--- src/rtl/wb_pkg.sv ---
// Shared types and helpers for the register-file writeback path.
// DATA_W / ADDR_W : result width and register address width.
// wb_req_t        : one pending register write (destination + value).
// onehot_addr     : register address -> one-hot register mask.
package wb_pkg;

    localparam int DATA_W = 16;
    localparam int ADDR_W = 4;
    localparam int NREGS  = 2 ** ADDR_W;

    typedef struct packed {
        logic [ADDR_W-1:0] addr;
        logic [DATA_W-1:0] data;
    } wb_req_t;

    function automatic logic [NREGS-1:0] onehot_addr(input logic [ADDR_W-1:0] addr);
        logic [NREGS-1:0] mask;
        mask       = '0;
        mask[addr] = 1'b1;
        return mask;
    endfunction

endpackage

--- src/rtl/wb_fifo.sv ---
// Load-result FIFO, DEPTH entries of wb_req_t.
// Ports: clk, rst_n (async active-low), push/push_req, pop,
//        count (0..DEPTH), full, empty, head (oldest entry),
//        entry_addr (flat per-slot addresses), entry_valid (per-slot occupancy).
module wb_fifo
    import wb_pkg::*;
#(
    parameter int DEPTH = 4
) (
    input  logic                    clk,
    input  logic                    rst_n,
    input  logic                    push,
    input  wb_req_t                 push_req,
    input  logic                    pop,
    output logic [$clog2(DEPTH):0]  count,
    output logic                    full,
    output logic                    empty,
    output wb_req_t                 head,
    output logic [DEPTH*ADDR_W-1:0] entry_addr,
    output logic [DEPTH-1:0]        entry_valid
);

    localparam int PTR_W = $clog2(DEPTH);
    localparam int CNT_W = PTR_W + 1;

    wb_req_t          mem [DEPTH];
    logic [PTR_W-1:0] rd_ptr;
    logic [PTR_W-1:0] wr_ptr;
    logic             do_push;
    logic             do_pop;

    assign full    = (count == CNT_W'(DEPTH));
    assign empty   = (count == '0);
    assign do_push = push && !full;
    assign do_pop  = pop && !empty;
    assign head    = mem[rd_ptr];

    always_comb begin
        entry_addr = '0;
        for (int unsigned i = 0; i < DEPTH; i++) begin
            entry_addr[i*ADDR_W +: ADDR_W] = mem[i].addr;
        end
    end

    // Storage carries no reset; entry_valid/count define what is live.
    always_ff @(posedge clk) begin
        if (do_push) begin
            mem[wr_ptr] <= push_req;
        end
    end

    // Push and pop never target the same slot: that would need a full or
    // empty FIFO, and both cases are gated off above.
    always_ff @(posedge clk or negedge rst_n) begin
        if (!rst_n) begin
            rd_ptr      <= '0;
            wr_ptr      <= '0;
            count       <= '0;
            entry_valid <= '0;
        end else begin
            if (do_push) begin
                wr_ptr              <= wr_ptr + PTR_W'(1);
                entry_valid[wr_ptr] <= 1'b1;
            end
            if (do_pop) begin
                rd_ptr              <= rd_ptr + PTR_W'(1);
                entry_valid[rd_ptr] <= 1'b0;
            end
            case ({do_push, do_pop})
                2'b10:   count <= count + CNT_W'(1);
                2'b01:   count <= count - CNT_W'(1);
                default: count <= count;
            endcase
        end
    end

endmodule

--- src/rtl/writeback_arbiter.sv ---
// Register-file write-port arbiter: ALU results (unbuffered, priority) and
// load results (buffered in wb_fifo) share one registered write per cycle.
// Ports: clk, rst_n (async active-low);
//        alu_valid/alu_ready/alu_addr/alu_data  - ALU result handshake;
//        mem_valid/mem_ready/mem_addr/mem_data  - load result handshake;
//        rf_write/rf_addr/rf_data               - registered RF write port;
//        pending_mask                           - registers with writes in flight;
//        fifo_count                             - load FIFO occupancy.
module writeback_arbiter #(
    parameter int DATA_W       = wb_pkg::DATA_W,
    parameter int ADDR_W       = wb_pkg::ADDR_W,
    parameter int DEPTH        = 4,
    parameter int STARVE_LIMIT = 3
) (
    input  logic                     clk,
    input  logic                     rst_n,
    input  logic                     alu_valid,
    output logic                     alu_ready,
    input  logic [ADDR_W-1:0]        alu_addr,
    input  logic [DATA_W-1:0]        alu_data,
    input  logic                     mem_valid,
    output logic                     mem_ready,
    input  logic [ADDR_W-1:0]        mem_addr,
    input  logic [DATA_W-1:0]        mem_data,
    output logic                     rf_write,
    output logic [ADDR_W-1:0]        rf_addr,
    output logic [DATA_W-1:0]        rf_data,
    output logic [2**ADDR_W-1:0]     pending_mask,
    output logic [$clog2(DEPTH):0]   fifo_count
);

    import wb_pkg::*;

    localparam int ST_W = $clog2(STARVE_LIMIT + 1);

    wb_req_t                 push_req;
    wb_req_t                 head;
    logic                    full;
    logic                    empty;
    logic [DEPTH*ADDR_W-1:0] entry_addr;
    logic [DEPTH-1:0]        entry_valid;
    logic [2**ADDR_W-1:0]    fifo_mask;
    logic                    alu_conflict;
    logic                    fifo_win;
    logic [ST_W-1:0]         starve_cnt;

    assign push_req = '{addr: mem_addr, data: mem_data};

    wb_fifo #(
        .DEPTH (DEPTH)
    ) u_fifo (
        .clk         (clk),
        .rst_n       (rst_n),
        .push        (mem_valid && mem_ready),
        .push_req    (push_req),
        .pop         (fifo_win),
        .count       (fifo_count),
        .full        (full),
        .empty       (empty),
        .head        (head),
        .entry_addr  (entry_addr),
        .entry_valid (entry_valid)
    );

    // An ALU write to a register still queued in the FIFO must wait, so the
    // queued (older) load lands first.
    always_comb begin
        alu_conflict = 1'b0;
        fifo_mask    = '0;
        for (int unsigned i = 0; i < DEPTH; i++) begin
            if (entry_valid[i]) begin
                if (entry_addr[i*ADDR_W +: ADDR_W] == alu_addr) begin
                    alu_conflict = 1'b1;
                end
                fifo_mask = fifo_mask | onehot_addr(entry_addr[i*ADDR_W +: ADDR_W]);
            end
        end
    end

    assign pending_mask = fifo_mask | (rf_write ? onehot_addr(rf_addr) : '0);
    assign fifo_win     = !empty && (!alu_valid || alu_conflict ||
                                     starve_cnt == ST_W'(STARVE_LIMIT));
    assign alu_ready    = !fifo_win;
    assign mem_ready    = !full;

    always_ff @(posedge clk or negedge rst_n) begin
        if (!rst_n) begin
            rf_write   <= 1'b0;
            rf_addr    <= '0;
            rf_data    <= '0;
            starve_cnt <= '0;
        end else begin
            if (fifo_win) begin
                rf_write <= 1'b1;
                rf_addr  <= head.addr;
                rf_data  <= head.data;
            end else if (alu_valid) begin
                rf_write <= 1'b1;
                rf_addr  <= alu_addr;
                rf_data  <= alu_data;
            end else begin
                rf_write <= 1'b0;
            end

            if (empty || fifo_win) begin
                starve_cnt <= '0;
            end else if (alu_valid && starve_cnt != ST_W'(STARVE_LIMIT)) begin
                starve_cnt <= starve_cnt + ST_W'(1);
            end
        end
    end

endmodule

--- config.mk ---
export PLATFORM = sky130hd
export DESIGN_NAME = writeback_arbiter
export DESIGN_NICKNAME = d
export VERILOG_FILES = /design/src/rtl/wb_pkg.sv /design/src/rtl/wb_fifo.sv /design/src/rtl/writeback_arbiter.sv
export SDC_FILE = /design/constraint.sdc
export NUM_CORES = 1
export LEC_CHECK = 0
export CORE_MARGIN = 4
export CORE_UTILIZATION = 38
export CTS_CLUSTER_DIAMETER = 120
export DETAILED_ROUTE_END_ITERATION = 16
export PLACE_DENSITY = 0.62
export SYNTH_ARGS = -nofsm -noshare
export SYNTH_HDL_FRONTEND = slang
export SYNTH_HIERARCHICAL = 1
export SYNTH_SLANG_ARGS = --single-unit
--- constraint.sdc ---
create_clock -name clk -period 5.4 [get_ports clk]
set_clock_uncertainty 0.2 [all_clocks]
set_input_delay 1.08 -clock clk [delete_from_list [all_inputs] [get_ports clk]]
set_output_delay 1.08 -clock clk [all_outputs]
set_load 0.005 [all_outputs]
==> flow_metrics.py, run 1 <==
metrics = {
    "power": {
        "design_power_total_uw": 3970,
        "cellLeakagePower_uw": 0.00268,
        "power_density_nw_per_um2": 549,
        "vdd_drop_max_uv": 254,
    },
    "place": {
        "place.detailed.hpwl_um": 9330,
        "total_placed_instance_area_sq_um": 6680,
        "routabilityCongestion": 0.875,
        "numPortBuffers": 85,
        "place_ws_ns": 0.888,
    },
    "route": {
        "ant_nets": 0,
        "drt-wirelength-per-cell_um": 20.4,
        "detailroute.via_count": 3684,
        "drt_iter0_markers": 258,
        "drt_first_pass_iters": 5,
        "wl_um": 13900,
        "routed_via_density": 5.40,
        "drt_drc_violations_left": 0,
    },
    "grt": {
        "grt_overflow": 0,
        "initial_antenna_violation_count": 0,
        "vias_in_the_first_global_route": 3879,
        "grt_pass1_wl_um": 21700,
        "grt_use_total": 0.162,
        "grt_start_max_net_pins": 35,
    },
    "floorplanning": {
        "die_area_sq_um": 17400,
        "die_h_um": 132,
        "core_region_area_sq_um": 15100,
        "num_io_pins": 86,
        "initial_utilization": 0.386,
        "fp.dieW_um": 132,
        "fp-row-count": 45,
    },
    "cells_and_area": {
        "antenna_cells_inserted": 0,
        "synthToLayoutAreaGrowth_pct": 24.0,
        "final_cell_area_sq_um": 7230,
        "num-nets-final": 537,
        "final_layout_size_suffix_gt1_frac": 0.215,
    },
    "yosys": {
        "yosys_warnings": 6,
        "ys_seq_area_frac": 0.558,
        "proportion_of_register_bits_with_asynchronous_set_or_reset_after_synthesis": 0.298,
        "post_synth_inst_count": 408,
        "ys.flop_type": "sky130_fd_sc_hd__edfxtp_1",
        "cell_area_after_synthesis_sq_um": 5830,
        "synth-seq-cells": 114,
        "netlist-cell-type-count": 48,
        "number_of_synthesized_flops_with_an_enable_pin": 80,
        "syn_area_per_cell_sq_um": 14.3,
        "number_of_nets_produced_by_synthesis": 463,
    },
    "cts": {
        "resized_gates_after_cts": 0,
        "cts_tree": "done",
        "htree_num_levels": 4,
        "cts_made_buffers": 17,
        "post_cts_buffers": 0,
        "ctsHoldBuffers": 0,
        "cts_sinks": 114,
        "cts.reportedPaths.clkPinSlew_ns": 0.05,
        "clkLatencyLatePin_ns": 0.40,
        "ctsLongestPathBuffers": 2,
        "cts.root.buffer_cell": "sky130_fd_sc_hd__clkbuf_16",
    },
    "setup_path": {
        "crit_path_end_kind": "output pin",
        "ff2ff_setup_slack_ns": 2.01,
        "critical_path.cell_chain": "clkdlybuf4s50_1, xor2_1, nor3_1, nand3_1, nand3b_2, o21bai_4, clkdlybuf4s50_1",
        "timing.critical_path.slowest_cell_delay_ns": 0.67,
        "r2r_end": "u_fifo/count[2]",
        "cp_max_fanout": 7,
        "worst_setup_path_start_kind": "input pin",
        "timing.reg2reg.worst_path_depth": 13,
        "startpoint": "alu_addr[3]",
        "worstPathRequired_ns": 4.12,
        "cpMostUsedCell": "sky130_fd_sc_hd__clkdlybuf4s50_1",
        "critPathKind": "in -> out",
        "rr_startpoint": "u_fifo/mem[0][17]",
        "critical_path_arrival_ns": 3.20,
        "cell_at_the_slowest_stage_of_the_critical_path": "sky130_fd_sc_hd__clkdlybuf4s50_1",
    },
    "min_path": {
        "type_of_the_tightest_min_delay_check": "reg -> reg",
        "min_path_cells": 1,
        "hold_start": "starve_cnt[0]",
        "hold_end": "starve_cnt[0]",
    },
    "sta": {
        "fin_crit_sh": 0.829,
        "max-slew-margin-rel": 0.238,
        "timing_max_transition_violations_final": 0,
        "aggregate_negative_setup_slack_ns": 0,
        "final.hold.worst_slack_ns": 0.249,
        "max_freq_ghz": 0.223,
        "timing_worst_slew_pin_value_ns": 1.14,
        "timing.final.crit_period_ns": 4.48,
        "final_critical_path_setup_slack_ns": 0.921,
        "setup_violations": 0,
        "unrepaired_setup_endpoints_after_global_routing": "false",
        "finalHoldViolations": 0,
    },
    "job": {
        "timing.max_cap.violations": 0,
    },
    "status": {
        "run_status": "complete, no violations",
    },
}
[per-layer routing]
metal | track usage | share of wire
met1 | 0.203 | 0.43
met2 | 0.267 | 0.48
met3 | 0.0454 | 0.073
met4 | 0.0618 | 0.024
met5 | 0 | 0
[worst max-delay path by stage]
stage	endpoint	slack [ns]
5_1_grt	alu_ready	0.84
4_1_cts	alu_ready	0.94
6_report	alu_ready	0.92
3_3_place_gp	alu_ready	1.01
2_1_floorplan	u_fifo/count[2]	1.84
3_5_place_dp	u_fifo/count[2]	0.89
[through the flow]
| step | std cells | util |
|---|---|---|
| after detailed placement | 651 | 0.442 |
| after global placement | 651 | 0.442 |
| after global routing | 682 | 0.479 |
| after floorplan | 408 | - |
| final | 682 | 0.479 |
| after CTS | 682 | 0.479 |
[report_power, final]
part	total [uW]	switching [uW]	internal, uW
Combinational	1480	623	856
Clock	1010	339	672
Sequential	1480	263	1210
Total	3970	1220	2740
[layout make-up]
cell class	count	area (sq um)
Clock buffer	25	495
Clock inverter	6	56.3
Fill cell	1340	7860
Inverter	9	33.8
Multi-Input combinational cell	248	2260
Sequential cell	114	3250
Tap cell	188	235
Timing Repair Buffer	92	898
[layout by cell type, fill, tap and decap left out, drive strengths merged, types with 4 or more instances in the layout]
cell / n
nor2: 17
clkinv: 4
a2bb2oi: 4
inv: 9
clkdlybuf4s50: 84
dfrtp: 34
buf: 8
xor2: 14
nand3: 27
a31oi: 4
nor3b: 6
nor3: 10
clkbuf: 25
ha: 10
nand2b: 4
edfxtp: 80
nand2: 25
nor2b: 14
a22oi: 16
mux4: 20
mux2: 42
nand4: 6
xnor2: 7
[registers in the layout, indices dropped and copies added (netlist names)]
name                count
u_fifo/entry_valid      4
u_fifo/wr_ptr           2
rf_write                1
u_fifo/mem             80
u_fifo/rd_ptr           2
rf_data                16
starve_cnt              2
rf_addr                 4
u_fifo/count            3
[synth_stat cells, types with 2 or more instances]
cell,count,area [sq um]
sky130_fd_sc_hd__nand2b_1,3,18.8
sky130_fd_sc_hd__mux2_2,22,248
sky130_fd_sc_hd__xor2_1,14,123
sky130_fd_sc_hd__xnor2_1,7,61.3
sky130_fd_sc_hd__and3_1,2,12.5
sky130_fd_sc_hd__a22oi_1,16,120
sky130_fd_sc_hd__buf_6,6,67.6
sky130_fd_sc_hd__nor3_1,9,45.0
sky130_fd_sc_hd__nand3_1,26,130
sky130_fd_sc_hd__a2bb2oi_1,4,35.0
sky130_fd_sc_hd__a31oi_1,4,25.0
sky130_fd_sc_hd__nand2_1,25,93.8
sky130_fd_sc_hd__buf_2,8,40.0
sky130_fd_sc_hd__nand4_1,6,37.5
sky130_fd_sc_hd__mux2_4,20,300
sky130_fd_sc_hd__buf_12,2,40.0
sky130_fd_sc_hd__inv_1,9,33.8
sky130_fd_sc_hd__and3b_1,2,17.5
sky130_fd_sc_hd__edfxtp_1,80,2400
sky130_fd_sc_hd__a21oi_1,2,10.0
sky130_fd_sc_hd__a221oi_1,2,17.5
sky130_fd_sc_hd__ha_1,10,125
sky130_fd_sc_hd__nor2_1,17,63.8
sky130_fd_sc_hd__nor2b_1,14,87.6
sky130_fd_sc_hd__mux4_2,20,450
sky130_fd_sc_hd__buf_4,19,143
sky130_fd_sc_hd__nor3b_1,5,37.5
sky130_fd_sc_hd__dfrtp_1,34,851
[worst max-delay path: cells and delay by family]
| family | cells | cell delay (ns) |
|---|---|---|
| buf+inv | 2 | 1.30 |
| simple gates | 3 | 0.31 |
| compound gates | 1 | 0.31 |
| xor+xnor | 1 | 0.20 |
[cell families (layout without fill, tap and decap cells)]
kind of cell,after synthesis,in the layout,synth area share
AOI/OAI and AO/OA,35,35,0.0464
buffers and inverters,46,132,0.0569
DFF,114,114,0.558
xor gates and xnor gates,21,21,0.0315
and+or+nand+nor,118,118,0.109
adders and majority gates,11,11,0.0249
muxes,63,63,0.173
No activity file was read; power rests on OpenSTA's default activity.
==> run 2, diff against run 1 <==
- PLACE_DENSITY: 0.62 -> 0.65
- clock period: 5.4 -> 4 ns (I/O delays scaled with it)
==> flow_metrics.py, run 2 (synthesis gave the netlist of run 1 again) <==
metrics = {
    "cts": {
        "clkLatencyLatePin_ns": 0.40,
        "ctsHoldBuffers": 0,
        "cts_tree": "done",
        "resized_gates_after_cts": 0,
        "ctsLongestPathBuffers": 2,
        "cts_sinks": 114,
        "htree_num_levels": 4,
        "cts.root.buffer_cell": "sky130_fd_sc_hd__clkbuf_16",
        "cts_made_buffers": 17,
        "post_cts_buffers": 0,
        "cts.reportedPaths.clkPinSlew_ns": 0.05,
    },
    "setup_path": {
        "cell_at_the_slowest_stage_of_the_critical_path": "sky130_fd_sc_hd__clkdlybuf4s50_1",
        "path_delay_family": "buffers and inverters",
        "worstPathRequired_ns": 3.00,
        "worst_setup_path_start_kind": "input pin",
        "critical_path.cell_chain": "clkdlybuf4s50_1, xor2_1, nor3_1, nand3_1, nand3_2, o21bai_4, clkdlybuf4s50_1",
        "critPathKind": "in -> out",
        "timing.critical_path.slowest_cell_delay_ns": 0.66,
        "buffers_inverters_on_critical_path": 2,
        "cp_max_fanout": 5,
        "crit_path_end_kind": "output pin",
        "critical_path_arrival_ns": 2.77,
        "cpMostUsedCell": "sky130_fd_sc_hd__clkdlybuf4s50_1",
    },
    "floorplanning": {
        "die_area_sq_um": 17400,
        "num_io_pins": 86,
        "initial_utilization": 0.386,
        "fp.dieW_um": 132,
        "core_region_area_sq_um": 15100,
        "die_h_um": 132,
        "fp-row-count": 45,
    },
    "cells_and_area": {
        "num-nets-final": 539,
        "multi_input_comb_area_sq_um": 2260,
        "sequential_cell_area_sq_um": 3250,
        "most_common_cell_after_layout_fill_and_taps_aside": "sky130_fd_sc_hd__clkdlybuf4s50_1",
        "antenna_cells_inserted": 0,
        "final_layout_size_suffix_gt1_frac": 0.221,
        "synthToLayoutAreaGrowth_pct": 25.9,
        "biggestRegsByFlops": "u_fifo/mem (80), rf_data (16)",
        "largest_register_ffs": 80,
        "n_fill_cell": 1322,
        "layout.cells.most_common_list": "sky130_fd_sc_hd__clkdlybuf4s50_1, sky130_fd_sc_hd__edfxtp_1, sky130_fd_sc_hd__dfrtp_1",
        "largest-register": "u_fifo/mem",
    },
    "power": {
        "cellLeakagePower_uw": 0.00273,
        "vdd_drop_max_uv": 412,
        "power_density_nw_per_um2": 769,
    },
    "place": {
        "place_ws_ns": 0.243,
        "place.detailed.hpwl_um": 9700,
        "routabilityCongestion": 0.868,
        "numPortBuffers": 85,
    },
    "route": {
        "drt_drc_violations_left": 0,
        "routed_via_density": 5.50,
        "drt_first_pass_iters": 5,
        "wl_um": 14200,
        "drt-wirelength-per-cell_um": 20.7,
        "ant_nets": 0,
        "detailroute.via_count": 3769,
        "drt_iter0_markers": 266,
    },
    "min_path": {
        "type_of_the_tightest_min_delay_check": "reg -> reg",
    },
    "sta": {
        "timing_worst_slew_pin_value_ns": 1.07,
        "final.hold.worst_slack_ns": 0.257,
        "timing.final.crit_period_ns": 3.77,
        "aggregate_negative_setup_slack_ns": 0,
        "fin_crit_sh": 0.941,
        "max_freq_ghz": 0.266,
        "finalHoldViolations": 0,
        "setup_violations": 0,
        "unrepaired_setup_endpoints_after_global_routing": "false",
        "timing_max_transition_violations_final": 0,
        "max-slew-margin-rel": 0.290,
        "final_critical_path_setup_slack_ns": 0.235,
    },
    "grt": {
        "grt_overflow": 0,
        "grt_start_max_net_pins": 35,
        "initial_antenna_violation_count": 0,
        "grt_use_total": 0.166,
        "grt_pass1_wl_um": 22400,
        "vias_in_the_first_global_route": 3959,
    },
    "job": {
        "timing.max_cap.violations": 0,
    },
    "status": {
        "run_status": "complete, no violations",
    },
}
run 2: worst paths after layout:
| kind | slack (ns) | cells past startpoint | to | startpoint |
|---|---|---|---|---|
| setup / recovery | 0.23 | 7 | alu_ready | alu_addr[0] |
| hold / removal | 0.26 | 1 | starve_cnt[0] | starve_cnt[0] |
| setup reg to reg | 1.10 | 13 | u_fifo/count[2] | u_fifo/mem[3][16] |
| hold reg to reg | 0.26 | 1 | starve_cnt[0] | starve_cnt[0] |
| max in group asynchronous | 2.72 | 1 | rf_data[0] | rst_n |
| min in group asynchronous | 0.33 | 1 | u_fifo/wr_ptr[1] | rst_n |
run 2: final cells by class:
type	count	share of cell area
well taps	188	0.0320
clock buffers	19	0.0590
clock inverters	13	0.0293
repair buffers	94	0.124
multi-input cells	248	0.307
inverters	9	0.00460
flip-flops and latches	114	0.443
run 2: per-stage QoR:
step           instance area (sq um)  power (uW)   util  cells
2_1_floorplan                   5830        3220      -    408
3_3_place_gp                    6690        3990  0.443    653
3_5_place_dp                    6690        4020  0.443    653
4_1_cts                         7340        5690  0.486    685
5_1_grt                         7340        5940  0.486    685
6_report                        7340        5640  0.486    685
run 2: worst reg2reg max path: cells and delay by family, from the launching register on:
family / cells / cell delay [ns]
compound gates: 1 / 0.09
xor+xnor: 3 / 0.55
fa+ha+maj: 2 / 0.57
buf+inv: 2 / 0.11
flops: 1 / 0.58
simple gates: 5 / 0.73
run 2: per-layer routing:
| layer | global-route usage | wire, um | vias to the layer above |
|---|---|---|---|
| met1 | 0.204 | 5970 | 1890 |
| met5 | 0 | 0 | - |
| met3 | 0.0534 | 1010 | 29 |
| met2 | 0.274 | 6880 | 168 |
| li1 | - | - | 1682 |
| met4 | 0.0624 | 350 | 0 |
run 2: report_power, final:
part	leakage (uW)	total [uW]	internal [uW]	switching, uW
clock	0.000316	1650	1160	489
sequential	0.00113	1990	1640	353
combinational	0.00129	2000	1170	838
total	0.00273	5640	3960	1680
